[src/rtl/mips_ctrl_pkg.sv]
// Shared encodings for the MIPS control paths: FSM states, datapath selects,
// instruction fields and the ALU operation codes.
package mips_ctrl_pkg;

   localparam int XP_REG = 26;
   localparam int RA_REG = 31;

   typedef enum logic [3:0] {
      S_FETCH    = 4'd0,
      S_DECODE   = 4'd1,
      S_EXEC_R   = 4'd2,
      S_EXEC_I   = 4'd3,
      S_MEM_ADDR = 4'd4,
      S_MEM_RD   = 4'd5,
      S_MEM_WB   = 4'd6,
      S_MEM_WR   = 4'd7,
      S_ALU_WB   = 4'd8,
      S_BRANCH   = 4'd9,
      S_JUMP     = 4'd10,
      S_IRQ      = 4'd11,
      S_EXC      = 4'd12
   } state_t;

   localparam logic [2:0] PCS_PLUS4  = 3'd0;
   localparam logic [2:0] PCS_BRANCH = 3'd1;
   localparam logic [2:0] PCS_JUMP   = 3'd2;
   localparam logic [2:0] PCS_JR     = 3'd3;
   localparam logic [2:0] PCS_IRQ    = 3'd4;
   localparam logic [2:0] PCS_EXC    = 3'd5;

   localparam logic [1:0] RD_RT = 2'd0;
   localparam logic [1:0] RD_RD = 2'd1;
   localparam logic [1:0] RD_RA = 2'd2;
   localparam logic [1:0] RD_XP = 2'd3;

   localparam logic [1:0] M2R_ALU = 2'd0;
   localparam logic [1:0] M2R_MDR = 2'd1;
   localparam logic [1:0] M2R_PC  = 2'd2;

   localparam logic [1:0] B2_REG   = 2'd0;
   localparam logic [1:0] B2_IMM   = 2'd1;
   localparam logic [1:0] B2_FOUR  = 2'd2;
   localparam logic [1:0] B2_IMMSH = 2'd3;

   localparam logic [5:0] OP_R      = 6'h00;
   localparam logic [5:0] OP_REGIMM = 6'h01;
   localparam logic [5:0] OP_J      = 6'h02;
   localparam logic [5:0] OP_JAL    = 6'h03;
   localparam logic [5:0] OP_BEQ    = 6'h04;
   localparam logic [5:0] OP_BNE    = 6'h05;
   localparam logic [5:0] OP_BLEZ   = 6'h06;
   localparam logic [5:0] OP_BGTZ   = 6'h07;
   localparam logic [5:0] OP_ADDI   = 6'h08;
   localparam logic [5:0] OP_ADDIU  = 6'h09;
   localparam logic [5:0] OP_SLTI   = 6'h0a;
   localparam logic [5:0] OP_SLTIU  = 6'h0b;
   localparam logic [5:0] OP_ANDI   = 6'h0c;
   localparam logic [5:0] OP_ORI    = 6'h0d;
   localparam logic [5:0] OP_LUI    = 6'h0f;
   localparam logic [5:0] OP_LW     = 6'h23;
   localparam logic [5:0] OP_SW     = 6'h2b;

   localparam logic [5:0] F_SLL  = 6'h00;
   localparam logic [5:0] F_SRL  = 6'h02;
   localparam logic [5:0] F_SRA  = 6'h03;
   localparam logic [5:0] F_JR   = 6'h08;
   localparam logic [5:0] F_JALR = 6'h09;
   localparam logic [5:0] F_ADD  = 6'h20;
   localparam logic [5:0] F_ADDU = 6'h21;
   localparam logic [5:0] F_SUB  = 6'h22;
   localparam logic [5:0] F_SUBU = 6'h23;
   localparam logic [5:0] F_AND  = 6'h24;
   localparam logic [5:0] F_OR   = 6'h25;
   localparam logic [5:0] F_XOR  = 6'h26;
   localparam logic [5:0] F_NOR  = 6'h27;
   localparam logic [5:0] F_SLT  = 6'h2a;
   localparam logic [5:0] F_SLTU = 6'h2b;

   localparam logic [5:0] ALU_ADD = 6'b000000;
   localparam logic [5:0] ALU_SUB = 6'b000001;
   localparam logic [5:0] ALU_AND = 6'b011000;
   localparam logic [5:0] ALU_OR  = 6'b011110;
   localparam logic [5:0] ALU_XOR = 6'b010110;
   localparam logic [5:0] ALU_NOR = 6'b010001;
   localparam logic [5:0] ALU_A   = 6'b011010;
   localparam logic [5:0] ALU_SLL = 6'b100000;
   localparam logic [5:0] ALU_SRL = 6'b100001;
   localparam logic [5:0] ALU_SRA = 6'b100011;
   localparam logic [5:0] ALU_EQ  = 6'b110011;
   localparam logic [5:0] ALU_NEQ = 6'b110001;
   localparam logic [5:0] ALU_LT  = 6'b110101;
   localparam logic [5:0] ALU_LEZ = 6'b111101;
   localparam logic [5:0] ALU_LTZ = 6'b111011;
   localparam logic [5:0] ALU_GTZ = 6'b111111;

   function automatic logic is_r_alu(input logic [5:0] f);
      return f inside {F_ADD, F_ADDU, F_SUB, F_SUBU, F_AND, F_OR, F_XOR, F_NOR,
                       F_SLL, F_SRL, F_SRA, F_SLT, F_SLTU};
   endfunction

   function automatic logic is_shift(input logic [5:0] f);
      return f inside {F_SLL, F_SRL, F_SRA};
   endfunction

endpackage

[src/rtl/multi_cycle_control_if.sv]
// Control-to-datapath bundle: instruction fields and status in, selects and enables out.
interface multi_cycle_control_if;
   logic       irq;
   logic       PC31;
   logic [5:0] OpCode;
   logic [5:0] Funct;
   logic       BranchTaken;
   logic       PCWrite;
   logic [2:0] PCSrc;
   logic       IorD;
   logic       IRWrite;
   logic       MemRead;
   logic       MemWrite;
   logic       RegWrite;
   logic [1:0] RegDst;
   logic [1:0] MemtoReg;
   logic       ALUSrc1;
   logic [1:0] ALUSrc2;
   logic       ExtOp;
   logic       LuOp;
   logic       Sign;
   logic [5:0] ALUFun;
   logic [3:0] State;

   modport master (
      input  irq, PC31, OpCode, Funct, BranchTaken,
      output PCWrite, PCSrc, IorD, IRWrite, MemRead, MemWrite, RegWrite,
             RegDst, MemtoReg, ALUSrc1, ALUSrc2, ExtOp, LuOp, Sign, ALUFun, State
   );

   modport slave (
      output irq, PC31, OpCode, Funct, BranchTaken,
      input  PCWrite, PCSrc, IorD, IRWrite, MemRead, MemWrite, RegWrite,
             RegDst, MemtoReg, ALUSrc1, ALUSrc2, ExtOp, LuOp, Sign, ALUFun, State
   );
endinterface

[src/rtl/control_alu_decode.sv]
// Maps (OpCode, Funct) to the ALU operation and signedness; shared by both control paths.
module control_alu_decode
   import mips_ctrl_pkg::*;
(
   input  logic [5:0] i_opcode,
   input  logic [5:0] i_funct,
   output logic [5:0] o_alufun,
   output logic       o_sign
);

   always_comb begin
      o_alufun = ALU_ADD;
      o_sign   = 1'b0;
      case (i_opcode)
         OP_R: begin
            case (i_funct)
               F_ADD:  begin o_alufun = ALU_ADD; o_sign = 1'b1; end
               F_ADDU: o_alufun = ALU_ADD;
               F_SUB:  begin o_alufun = ALU_SUB; o_sign = 1'b1; end
               F_SUBU: o_alufun = ALU_SUB;
               F_AND:  o_alufun = ALU_AND;
               F_OR:   o_alufun = ALU_OR;
               F_XOR:  o_alufun = ALU_XOR;
               F_NOR:  o_alufun = ALU_NOR;
               F_SLL:  o_alufun = ALU_SLL;
               F_SRL:  o_alufun = ALU_SRL;
               F_SRA:  o_alufun = ALU_SRA;
               F_SLT:  begin o_alufun = ALU_LT; o_sign = 1'b1; end
               F_SLTU: o_alufun = ALU_LT;
               default: o_alufun = ALU_ADD;
            endcase
         end
         OP_ADDI:   begin o_alufun = ALU_ADD; o_sign = 1'b1; end
         OP_ADDIU:  o_alufun = ALU_ADD;
         OP_SLTI:   begin o_alufun = ALU_LT; o_sign = 1'b1; end
         OP_SLTIU:  o_alufun = ALU_LT;
         OP_ANDI:   o_alufun = ALU_AND;
         OP_ORI:    o_alufun = ALU_OR;
         // lui relies on rs=$zero, so an add of the shifted immediate suffices
         OP_LUI:    o_alufun = ALU_ADD;
         OP_BEQ:    begin o_alufun = ALU_EQ;  o_sign = 1'b1; end
         OP_BNE:    begin o_alufun = ALU_NEQ; o_sign = 1'b1; end
         OP_BLEZ:   begin o_alufun = ALU_LEZ; o_sign = 1'b1; end
         OP_BGTZ:   begin o_alufun = ALU_GTZ; o_sign = 1'b1; end
         OP_REGIMM: begin o_alufun = ALU_LTZ; o_sign = 1'b1; end
         default:   o_alufun = ALU_ADD;
      endcase
   end

endmodule

[src/rtl/multi_cycle_control.sv]
// Multi-cycle MIPS control FSM: state register plus Moore outputs, with
// BranchTaken and the FETCH interrupt check as the only combinational inputs.
module multi_cycle_control
   import mips_ctrl_pkg::*;
(
   input  logic                  clk,
   input  logic                  reset,
   multi_cycle_control_if.master ctl
);

   state_t     r_state;
   state_t     w_next;
   logic [5:0] w_dec_alufun;
   logic       w_dec_sign;
   logic       w_irq_take;

   control_alu_decode u_alu_dec (
      .i_opcode (ctl.OpCode),
      .i_funct  (ctl.Funct),
      .o_alufun (w_dec_alufun),
      .o_sign   (w_dec_sign)
   );

   assign w_irq_take = ctl.irq && !ctl.PC31;
   assign ctl.State  = r_state;

   always_comb begin
      w_next = S_FETCH;
      case (r_state)
         S_FETCH:  w_next = w_irq_take ? S_IRQ : S_DECODE;
         S_DECODE: begin
            case (ctl.OpCode)
               OP_LW, OP_SW: w_next = S_MEM_ADDR;
               OP_R: begin
                  if (is_r_alu(ctl.Funct))                           w_next = S_EXEC_R;
                  else if (ctl.Funct == F_JR || ctl.Funct == F_JALR) w_next = S_JUMP;
                  else                                               w_next = S_EXC;
               end
               OP_ADDI, OP_ADDIU, OP_ANDI, OP_ORI,
               OP_SLTI, OP_SLTIU, OP_LUI:                  w_next = S_EXEC_I;
               OP_BEQ, OP_BNE, OP_BLEZ, OP_BGTZ, OP_REGIMM: w_next = S_BRANCH;
               OP_J, OP_JAL:                               w_next = S_JUMP;
               default:                                    w_next = S_EXC;
            endcase
         end
         S_EXEC_R, S_EXEC_I: w_next = S_ALU_WB;
         S_MEM_ADDR:         w_next = (ctl.OpCode == OP_SW) ? S_MEM_WR : S_MEM_RD;
         S_MEM_RD:           w_next = S_MEM_WB;
         default:            w_next = S_FETCH;
      endcase
   end

   always_ff @(posedge clk) begin
      if (reset) r_state <= S_FETCH;
      else       r_state <= w_next;
   end

   // Reset gates every output so no partial write escapes the reset cycle.
   always_comb begin
      ctl.PCWrite  = 1'b0;
      ctl.PCSrc    = PCS_PLUS4;
      ctl.IorD     = 1'b0;
      ctl.IRWrite  = 1'b0;
      ctl.MemRead  = 1'b0;
      ctl.MemWrite = 1'b0;
      ctl.RegWrite = 1'b0;
      ctl.RegDst   = RD_RT;
      ctl.MemtoReg = M2R_ALU;
      ctl.ALUSrc1  = 1'b0;
      ctl.ALUSrc2  = B2_REG;
      ctl.ExtOp    = 1'b0;
      ctl.LuOp     = 1'b0;
      ctl.Sign     = 1'b0;
      ctl.ALUFun   = ALU_ADD;
      if (!reset) begin
         case (r_state)
            S_FETCH: begin
               if (!w_irq_take) begin
                  ctl.MemRead = 1'b1;
                  ctl.IRWrite = 1'b1;
                  ctl.ALUSrc2 = B2_FOUR;
                  ctl.PCWrite = 1'b1;
               end
            end
            S_DECODE: begin
               ctl.ALUSrc2 = B2_IMMSH;
               ctl.ExtOp   = 1'b1;
            end
            S_EXEC_R: begin
               ctl.ALUSrc1 = is_shift(ctl.Funct);
               ctl.ALUFun  = w_dec_alufun;
               ctl.Sign    = w_dec_sign;
               ctl.RegDst  = RD_RD;
            end
            S_EXEC_I: begin
               ctl.ALUSrc2 = B2_IMM;
               ctl.ExtOp   = !(ctl.OpCode == OP_ANDI || ctl.OpCode == OP_ORI);
               ctl.LuOp    = (ctl.OpCode == OP_LUI);
               ctl.ALUFun  = w_dec_alufun;
               ctl.Sign    = w_dec_sign;
            end
            S_ALU_WB: begin
               ctl.RegWrite = 1'b1;
               ctl.RegDst   = (ctl.OpCode == OP_R) ? RD_RD : RD_RT;
            end
            S_MEM_ADDR: begin
               ctl.ALUSrc2 = B2_IMM;
               ctl.ExtOp   = 1'b1;
            end
            S_MEM_RD: begin
               ctl.MemRead = 1'b1;
               ctl.IorD    = 1'b1;
            end
            S_MEM_WB: begin
               ctl.RegWrite = 1'b1;
               ctl.MemtoReg = M2R_MDR;
            end
            S_MEM_WR: begin
               ctl.MemWrite = 1'b1;
               ctl.IorD     = 1'b1;
            end
            S_BRANCH: begin
               ctl.ALUFun  = w_dec_alufun;
               ctl.Sign    = w_dec_sign;
               ctl.PCSrc   = PCS_BRANCH;
               ctl.PCWrite = ctl.BranchTaken;
            end
            S_JUMP: begin
               ctl.PCWrite = 1'b1;
               if (ctl.OpCode == OP_R) begin
                  ctl.PCSrc = PCS_JR;
                  if (ctl.Funct == F_JALR) begin
                     ctl.RegWrite = 1'b1;
                     ctl.RegDst   = RD_RD;
                     ctl.MemtoReg = M2R_PC;
                  end
               end else begin
                  ctl.PCSrc = PCS_JUMP;
                  if (ctl.OpCode == OP_JAL) begin
                     ctl.RegWrite = 1'b1;
                     ctl.RegDst   = RD_RA;
                     ctl.MemtoReg = M2R_PC;
                  end
               end
            end
            S_IRQ, S_EXC: begin
               ctl.RegWrite = 1'b1;
               ctl.RegDst   = RD_XP;
               ctl.MemtoReg = M2R_PC;
               ctl.PCWrite  = 1'b1;
               ctl.PCSrc    = (r_state == S_IRQ) ? PCS_IRQ : PCS_EXC;
            end
            default: ;
         endcase
      end
   end

endmodule
[src/flat_wrapper.sv]
// flat-port wrapper written by rule: the top's interface ports become plain ports
module multi_cycle_control_flat import mips_ctrl_pkg::*;
  (clk, reset, ctl_irq, ctl_PC31, ctl_OpCode, ctl_Funct, ctl_BranchTaken, ctl_PCWrite, ctl_PCSrc, ctl_IorD, ctl_IRWrite, ctl_MemRead, ctl_MemWrite, ctl_RegWrite, ctl_RegDst, ctl_MemtoReg, ctl_ALUSrc1, ctl_ALUSrc2, ctl_ExtOp, ctl_LuOp, ctl_Sign, ctl_ALUFun, ctl_State);
  multi_cycle_control_if ctl_i ();
  input  logic clk;
  input  logic reset;
  input wire logic [$bits(ctl_i.irq)-1:0] ctl_irq;
  input wire logic [$bits(ctl_i.PC31)-1:0] ctl_PC31;
  input wire logic [$bits(ctl_i.OpCode)-1:0] ctl_OpCode;
  input wire logic [$bits(ctl_i.Funct)-1:0] ctl_Funct;
  input wire logic [$bits(ctl_i.BranchTaken)-1:0] ctl_BranchTaken;
  output wire logic [$bits(ctl_i.PCWrite)-1:0] ctl_PCWrite;
  output wire logic [$bits(ctl_i.PCSrc)-1:0] ctl_PCSrc;
  output wire logic [$bits(ctl_i.IorD)-1:0] ctl_IorD;
  output wire logic [$bits(ctl_i.IRWrite)-1:0] ctl_IRWrite;
  output wire logic [$bits(ctl_i.MemRead)-1:0] ctl_MemRead;
  output wire logic [$bits(ctl_i.MemWrite)-1:0] ctl_MemWrite;
  output wire logic [$bits(ctl_i.RegWrite)-1:0] ctl_RegWrite;
  output wire logic [$bits(ctl_i.RegDst)-1:0] ctl_RegDst;
  output wire logic [$bits(ctl_i.MemtoReg)-1:0] ctl_MemtoReg;
  output wire logic [$bits(ctl_i.ALUSrc1)-1:0] ctl_ALUSrc1;
  output wire logic [$bits(ctl_i.ALUSrc2)-1:0] ctl_ALUSrc2;
  output wire logic [$bits(ctl_i.ExtOp)-1:0] ctl_ExtOp;
  output wire logic [$bits(ctl_i.LuOp)-1:0] ctl_LuOp;
  output wire logic [$bits(ctl_i.Sign)-1:0] ctl_Sign;
  output wire logic [$bits(ctl_i.ALUFun)-1:0] ctl_ALUFun;
  output wire logic [$bits(ctl_i.State)-1:0] ctl_State;
  assign ctl_i.irq = ctl_irq;
  assign ctl_i.PC31 = ctl_PC31;
  assign ctl_i.OpCode = ctl_OpCode;
  assign ctl_i.Funct = ctl_Funct;
  assign ctl_i.BranchTaken = ctl_BranchTaken;
  assign ctl_PCWrite = ctl_i.PCWrite;
  assign ctl_PCSrc = ctl_i.PCSrc;
  assign ctl_IorD = ctl_i.IorD;
  assign ctl_IRWrite = ctl_i.IRWrite;
  assign ctl_MemRead = ctl_i.MemRead;
  assign ctl_MemWrite = ctl_i.MemWrite;
  assign ctl_RegWrite = ctl_i.RegWrite;
  assign ctl_RegDst = ctl_i.RegDst;
  assign ctl_MemtoReg = ctl_i.MemtoReg;
  assign ctl_ALUSrc1 = ctl_i.ALUSrc1;
  assign ctl_ALUSrc2 = ctl_i.ALUSrc2;
  assign ctl_ExtOp = ctl_i.ExtOp;
  assign ctl_LuOp = ctl_i.LuOp;
  assign ctl_Sign = ctl_i.Sign;
  assign ctl_ALUFun = ctl_i.ALUFun;
  assign ctl_State = ctl_i.State;
  multi_cycle_control u_core (.clk(clk), .reset(reset), .ctl(ctl_i));
endmodule
[config.mk]
export PLATFORM = sky130hd
export DESIGN_NAME = multi_cycle_control_flat
export DESIGN_NICKNAME = d
export VERILOG_FILES = /design/src/rtl/mips_ctrl_pkg.sv /design/src/rtl/multi_cycle_control_if.sv /design/src/rtl/control_alu_decode.sv /design/src/rtl/multi_cycle_control.sv /design/src/flat_wrapper.sv
export SDC_FILE = /design/constraint.sdc
export NUM_CORES = 1
export LEC_CHECK = 0
export ABC_CLOCK_PERIOD_IN_PS = 3600
export BUFFER_PORTS_ARGS = -buffer_cell sky130_fd_sc_hd__clkbuf_2
export CORE_MARGIN = 2
export CORE_UTILIZATION = 27
export CTS_CLUSTER_DIAMETER = 40
export DETAILED_ROUTE_END_ITERATION = 8
export RECOVER_POWER = 25
export SYNTH_ARGS = -nofsm -noshare
export SYNTH_HDL_FRONTEND = slang
export SYNTH_SLANG_ARGS = --single-unit
[constraint.sdc]
create_clock -name clk -period 3.6 [get_ports clk]
set_input_delay 0.72 -clock clk [delete_from_list [all_inputs] [get_ports clk]]
set_output_delay 0.72 -clock clk [all_outputs]
set_load 0.1 [all_outputs]
After elaboration in Yosys (flattened, before gate mapping)
Cells that the tools add are included.
{"block": "word_totals", "output_inout_bits": 29, "inputBits": 17, "reg_bits": 4, "word_cells": 123}
{"block": "op_classes", "eq_ne": 42, "n_reduce_logical": 27, "mux": 53}
{"op": "6-bit case mux with 9 select lines", "count": 2}
{"op": "6-bit == test (second input constant)", "count": 12}
{"op": "6-bit by 4-bit == test with 1-bit output (second input constant)", "count": 9}
{"op": "4-bit case mux with 5 select lines", "count": 2}
{"op": "1-bit 2-to-1 mux", "count": 25}
{"op": "6-bit by 2-bit == test with 1-bit output (second input constant)", "count": 4}
{"op": "6-bit by 3-bit == test with 1-bit output (second input constant)", "count": 4}
{"op": "4-bit == test (second input constant)", "count": 5}
{"op": "2-bit OR reduction", "count": 10}
{"op": "2-bit 2-to-1 mux", "count": 9}
{"op": "4-bit by 3-bit == test with 1-bit output (second input constant)", "count": 4}
{"op": "7-bit OR reduction", "count": 2}
{"op": "13-bit nonzero test", "count": 1}
{"op": "6-bit zero test", "count": 2}
{"op": "6-bit 2-to-1 mux", "count": 2}
{"op": "2-bit case mux with 3 select lines", "count": 2}
{"op": "3-bit case mux with 3 select lines", "count": 1}
{"op": "3-bit OR reduction", "count": 3}
{"op": "4-bit by 2-bit == test with 1-bit output (second input constant)", "count": 2}
{"op": "4-bit 2-to-1 mux", "count": 2}
{"op": "1-bit case mux with 2 select lines", "count": 4}
{"op": "2-bit case mux with 4 select lines", "count": 1}
{"op": "6-bit by 1-bit == test with 1-bit output (second input constant)", "count": 1}
{"op": "3-bit 2-to-1 mux", "count": 2}
{"op": "9 further kinds", "count": 11}

Longest topological paths before layout
{"block": "depth", "ltp_word": 6, "ltp_mapped": 6, "depth_no_buf": 4}

Modules after synthesis
From an unflattened synthesis, not the netlist that was laid out.
{"block": "unflattened", "cells_unflattened": 190, "area_unflattened_um2": 1184.9}
{"module": "multi_cycle_control", "area_each_um2": 818.3, "cells_per_inst": 133, "instances": 1, "seq_area_each_um2": 80.1}
{"module": "control_alu_decode", "area_each_um2": 366.6, "cells_per_inst": 57, "instances": 1, "seq_area_each_um2": 0.0}

Worst setup path after synthesis
Ideal clock, no wire load.
{"block": "synth_path", "kind": "register to output", "startpoint": "register u_core.r_state[0], in the netlist u_core.ctl.State[0]", "endpoint": "output ctl_LuOp", "required_time_ns": 2.880, "slack_ns": -1.517, "arrival_time_ns": 4.397, "path_stages_with_launch": 5, "path_buffers": 2, "cell_sequence": "dfxtp_1 -> buf_2 -> buf_2 -> nand2_1 -> nor4_1"}
{"block": "synth_via", "elab_chain_len": 3}
{"item": "from (decl)", "line_no": "multi_cycle_control.sv:11", "text": "state_t r_state;"}
{"item": "from (signal assigned)", "line_no": "multi_cycle_control.sv:55", "text": "else r_state <= w_next;"}
{"item": "4-bit by 2-bit == test with 1-bit output", "line_no": "multi_cycle_control.sv:76", "text": "case (r_state)"}
{"item": "1-bit 2-to-1 mux", "line_no": "multi_cycle_control.sv:76"}
{"item": "1-bit 2-to-1 mux", "line_no": "multi_cycle_control.sv:75", "text": "if (!reset) begin"}
{"item": "to (decl)", "line_no": "flat_wrapper.sv:24", "text": "output wire logic [$bits(ctl_i.LuOp)-1:0] ctl_LuOp;"}
Every way passes these cells.

Worst setup path in the final report
{"block": "layout_path", "startpoint": "input ctl_OpCode[0]", "endpoint": "output ctl_MemtoReg[1]"}
{"block": "layout_via", "elab_chain_len": 5, "word_cells_on_any_way": 6, "classes_between": "eq/ne: 1; mux: 4; reduce/logical: 1"}
{"item": "from (decl)", "line_no": "flat_wrapper.sv:9", "text": "input wire logic [$bits(ctl_i.OpCode)-1:0] ctl_OpCode;"}
{"item": "6-bit by 2-bit == test with 1-bit output", "line_no": "multi_cycle_control.sv:139", "text": "if (ctl.OpCode == OP_JAL) begin"}
{"item": "2-bit 2-to-1 mux", "line_no": "multi_cycle_control.sv:139"}
{"item": "2-bit 2-to-1 mux *", "line_no": "multi_cycle_control.sv:130", "text": "if (ctl.OpCode == OP_R) begin"}
{"item": "2-bit case mux with 3 select lines *", "line_no": "multi_cycle_control.sv:76"}
{"item": "2-bit 2-to-1 mux *", "line_no": "multi_cycle_control.sv:75"}
{"item": "to (decl)", "line_no": "flat_wrapper.sv:20", "text": "output wire logic [$bits(ctl_i.MemtoReg)-1:0] ctl_MemtoReg;"}
Mark *: on every way between the ends. The rest lies on a longest branch, timed or not.

==> results.cfg <==
[placement]
placed_area_um2 = 1647
place_ws_ns = 0.4133
hpwlAfterDp_um = 3068
io_buffers = 45
place_congestion = 0.8241

[timing]
min_period_ns = 3.187
relSlewSlack_pct = 22.83
finalHoldViolations = 0
finalMaxSlewViolations = 0
rsz0062_at_grt = no
finalSetupViolations = 0
fin_crit_sh_pct = 88.52
finClkSkew_ns = 0.0008639
setup_slack_ns = 0.4131
whs_ns = 0.6892
clock.fmax_mhz = 313.8
tightestPinTransition_ns = 1.162

[floorplanning]
die_w_um = 72.99
die-height_um = 72.99
rows = 25
ios = 46
die_area_um2 = 5327
start_util_pct = 27.57
design.core.area_um2 = 4661

[setup_path]
endpoint_kind = output port
cpPeakStageDelay_ns = 0.46
crit_chain = clkbuf_2 > or3_4 > nor3_4 > nand4_2 > a221oi_4 > buf_12
rrSetupSlack_ns = 1.96
worstSetupStartpointType = input port
critPathKind = input port to output port
crit_path_max_fanout = 15
crit_end = ctl_MemtoReg[1]
rr_startpoint = u_core.ctl.State[1]
cp.arrival_ns = 2.47
rr_worst_depth = 5
reg2reg_to = u_core.ctl.State[1]
crit_start = ctl_OpCode[0]
cp_slowest_cell = or3_4
critPathRequiredTime_ns = 2.88

[finish]
layout-drive-gt1-share_pct = 30.08
largest_reg_flops = 4
finalInstanceArea_um2 = 1680
n_fill_cell = 505
nNetsFinal = 255
area_growth_pct = 30.77
antenna_cells = 0

[route]
drt_iter0_drc = 119
drt_first_pass_iters = 4
drc = 0
vias_per_cell = 5.655
post_drt_wl_per_cell_um = 13.96
wl_um = 4048
final_antenna_net_count = 0
vias = 1640

[logic_synthesis]
synthDistinctLibCells = 62
synth_area_leaders = a21oi_1, dfxtp_1, nor2b_1
synth_top_area_share_pct = 6.232
synth_async_sr_flop_share_pct = 0
synth_nets = 216
ys.flop_type = dfxtp_1
synth_largest_area_cell = a21oi_1
netlist_top_cells_count = nor2_1, a21oi_1, nand2_1, o21ai_0, nor2b_1
synth_seq_cells = 4
syn_area_um2 = 1285
synth_area_per_cell_um2 = 6.457
post-synth-top-count-cell = nor2_1
synth_edf_count = 0
ys_seq_area_share_pct = 6.232
yosys_warnings = 0
synthCells = 199

[flow_run]
cap_violations = 0

[cts]
cts_buffer_depth = 2
cts_buffers = 3
cts_hold_buf = 0
cts_tree = built
post-cts-setup-buffers = 0
clkSlewWorstSetupHoldPaths_ns = 0.03
htreeDepth = 1
post_cts_resized = 0
clockRootBuffer = clkbuf_8
worstSkewPairLatency_ns = 0.21
cts_sinks = 4

[min_path]
holdCritPathClass = flip-flop to flip-flop

[status]
status = completed

[global_routing]
grt-ovfl-total = 0
antenna_found_initial = 0
grt_pass1_vias = 1425
grt_max_degree = 19
grt_pass1_wl_um = 6755
track_usage_pct = 15.51

[pwr]
power_leakage_nw = 0.6926
ir_drop_mv = 0.1550
cellPowerDensity_nw_per_um2 = 378.1
## cells in the final DEF, fill, tap and decap left out, types with 3 or more instances in the layout
cell,count
clkbuf_1,6
o211ai_1,3
nor3b_2,3
a21o_1,4
a21oi_1,16
clkbuf_8,3
nand2_1,14
inv_1,7
nand2b_1,10
a31oi_2,3
o31ai_1,3
nand3_1,8
dfxtp_1,4
nor2b_1,11
a31oi_1,3
nor2_1,17
nor3_1,6
buf_4,8
clkbuf_2,34
and3b_1,3
nor3_2,3
o21ai_0,12
## where the power goes
part / switching [mW] / internal, mW
logic: 0.349 / 0.110
clock network: 0.0217 / 0.0711
registers: 0.0298 / 0.0537
## routing by layer
metal,wire length [µm],track usage (%),vias up
met1,1936,24.17,760
met3,250,0.2762,2
met5,0,0,-
met4,24,4.321,0
met2,1837,23.12,56
li1,-,-,822
## final cells by class
cell class	count	area, µm²	share of cell area, %
Multi-Input combinational cell	172	1172	69.77
Timing Repair Buffer	50	292.8	17.42
Sequential cell	4	80.08	4.765
Tap cell	54	67.56	4.021
Clock buffer	3	41.29	2.457
Inverter	7	26.28	1.564
## worst min-delay path by stage
| stage | startpoint | end | cells past startpoint |
|---|---|---|---|
| 6_report | u_core.ctl.State[0] | u_core.ctl.State[2] | 2 |
| 5_1_grt | u_core.ctl.State[0] | u_core.ctl.State[2] | 2 |
| 4_1_cts | u_core.ctl.State[0] | u_core.ctl.State[2] | 2 |
| 3_5_place_dp | u_core.ctl.State[0] | u_core.ctl.State[2] | 2 |
| 3_3_place_gp | u_core.ctl.State[0] | u_core.ctl.State[2] | 2 |
| 2_1_floorplan | reset | u_core.ctl.State[2] | 3 |
## through the flow
stage | setup TNS [ns] | power, mW | util, % | std cells
after floorplan | -3.145 | 0.4610 | - | 199
after global placement | 0 | 0.5435 | 35.33 | 287
after detailed placement | 0 | 0.5431 | 35.33 | 287
after CTS | 0 | 0.6383 | 36.21 | 290
after global routing | 0 | 0.6740 | 36.05 | 290
final | 0 | 0.6354 | 36.05 | 290
## worst max-delay path: cells and delay by family
kind | cells | cell delay [ns]
AND/OR/NAND/NOR | 3 | 0.95
buffers and inverters | 2 | 0.42
AO/OA/AOI/OAI | 1 | 0.37
## kinds of logic (layout without fill, tap and decap cells)
logic type,Yosys count,count (layout),share of synthesized area [%]
AOI/OAI and AO/OA,68,68,36.42
buffers and inverters,23,60,8.374
and+or+nand+nor,102,102,47.62
DFF,4,4,6.232
xor gates and xnor gates,2,2,1.363
Power figures use the tool's default switching activity.
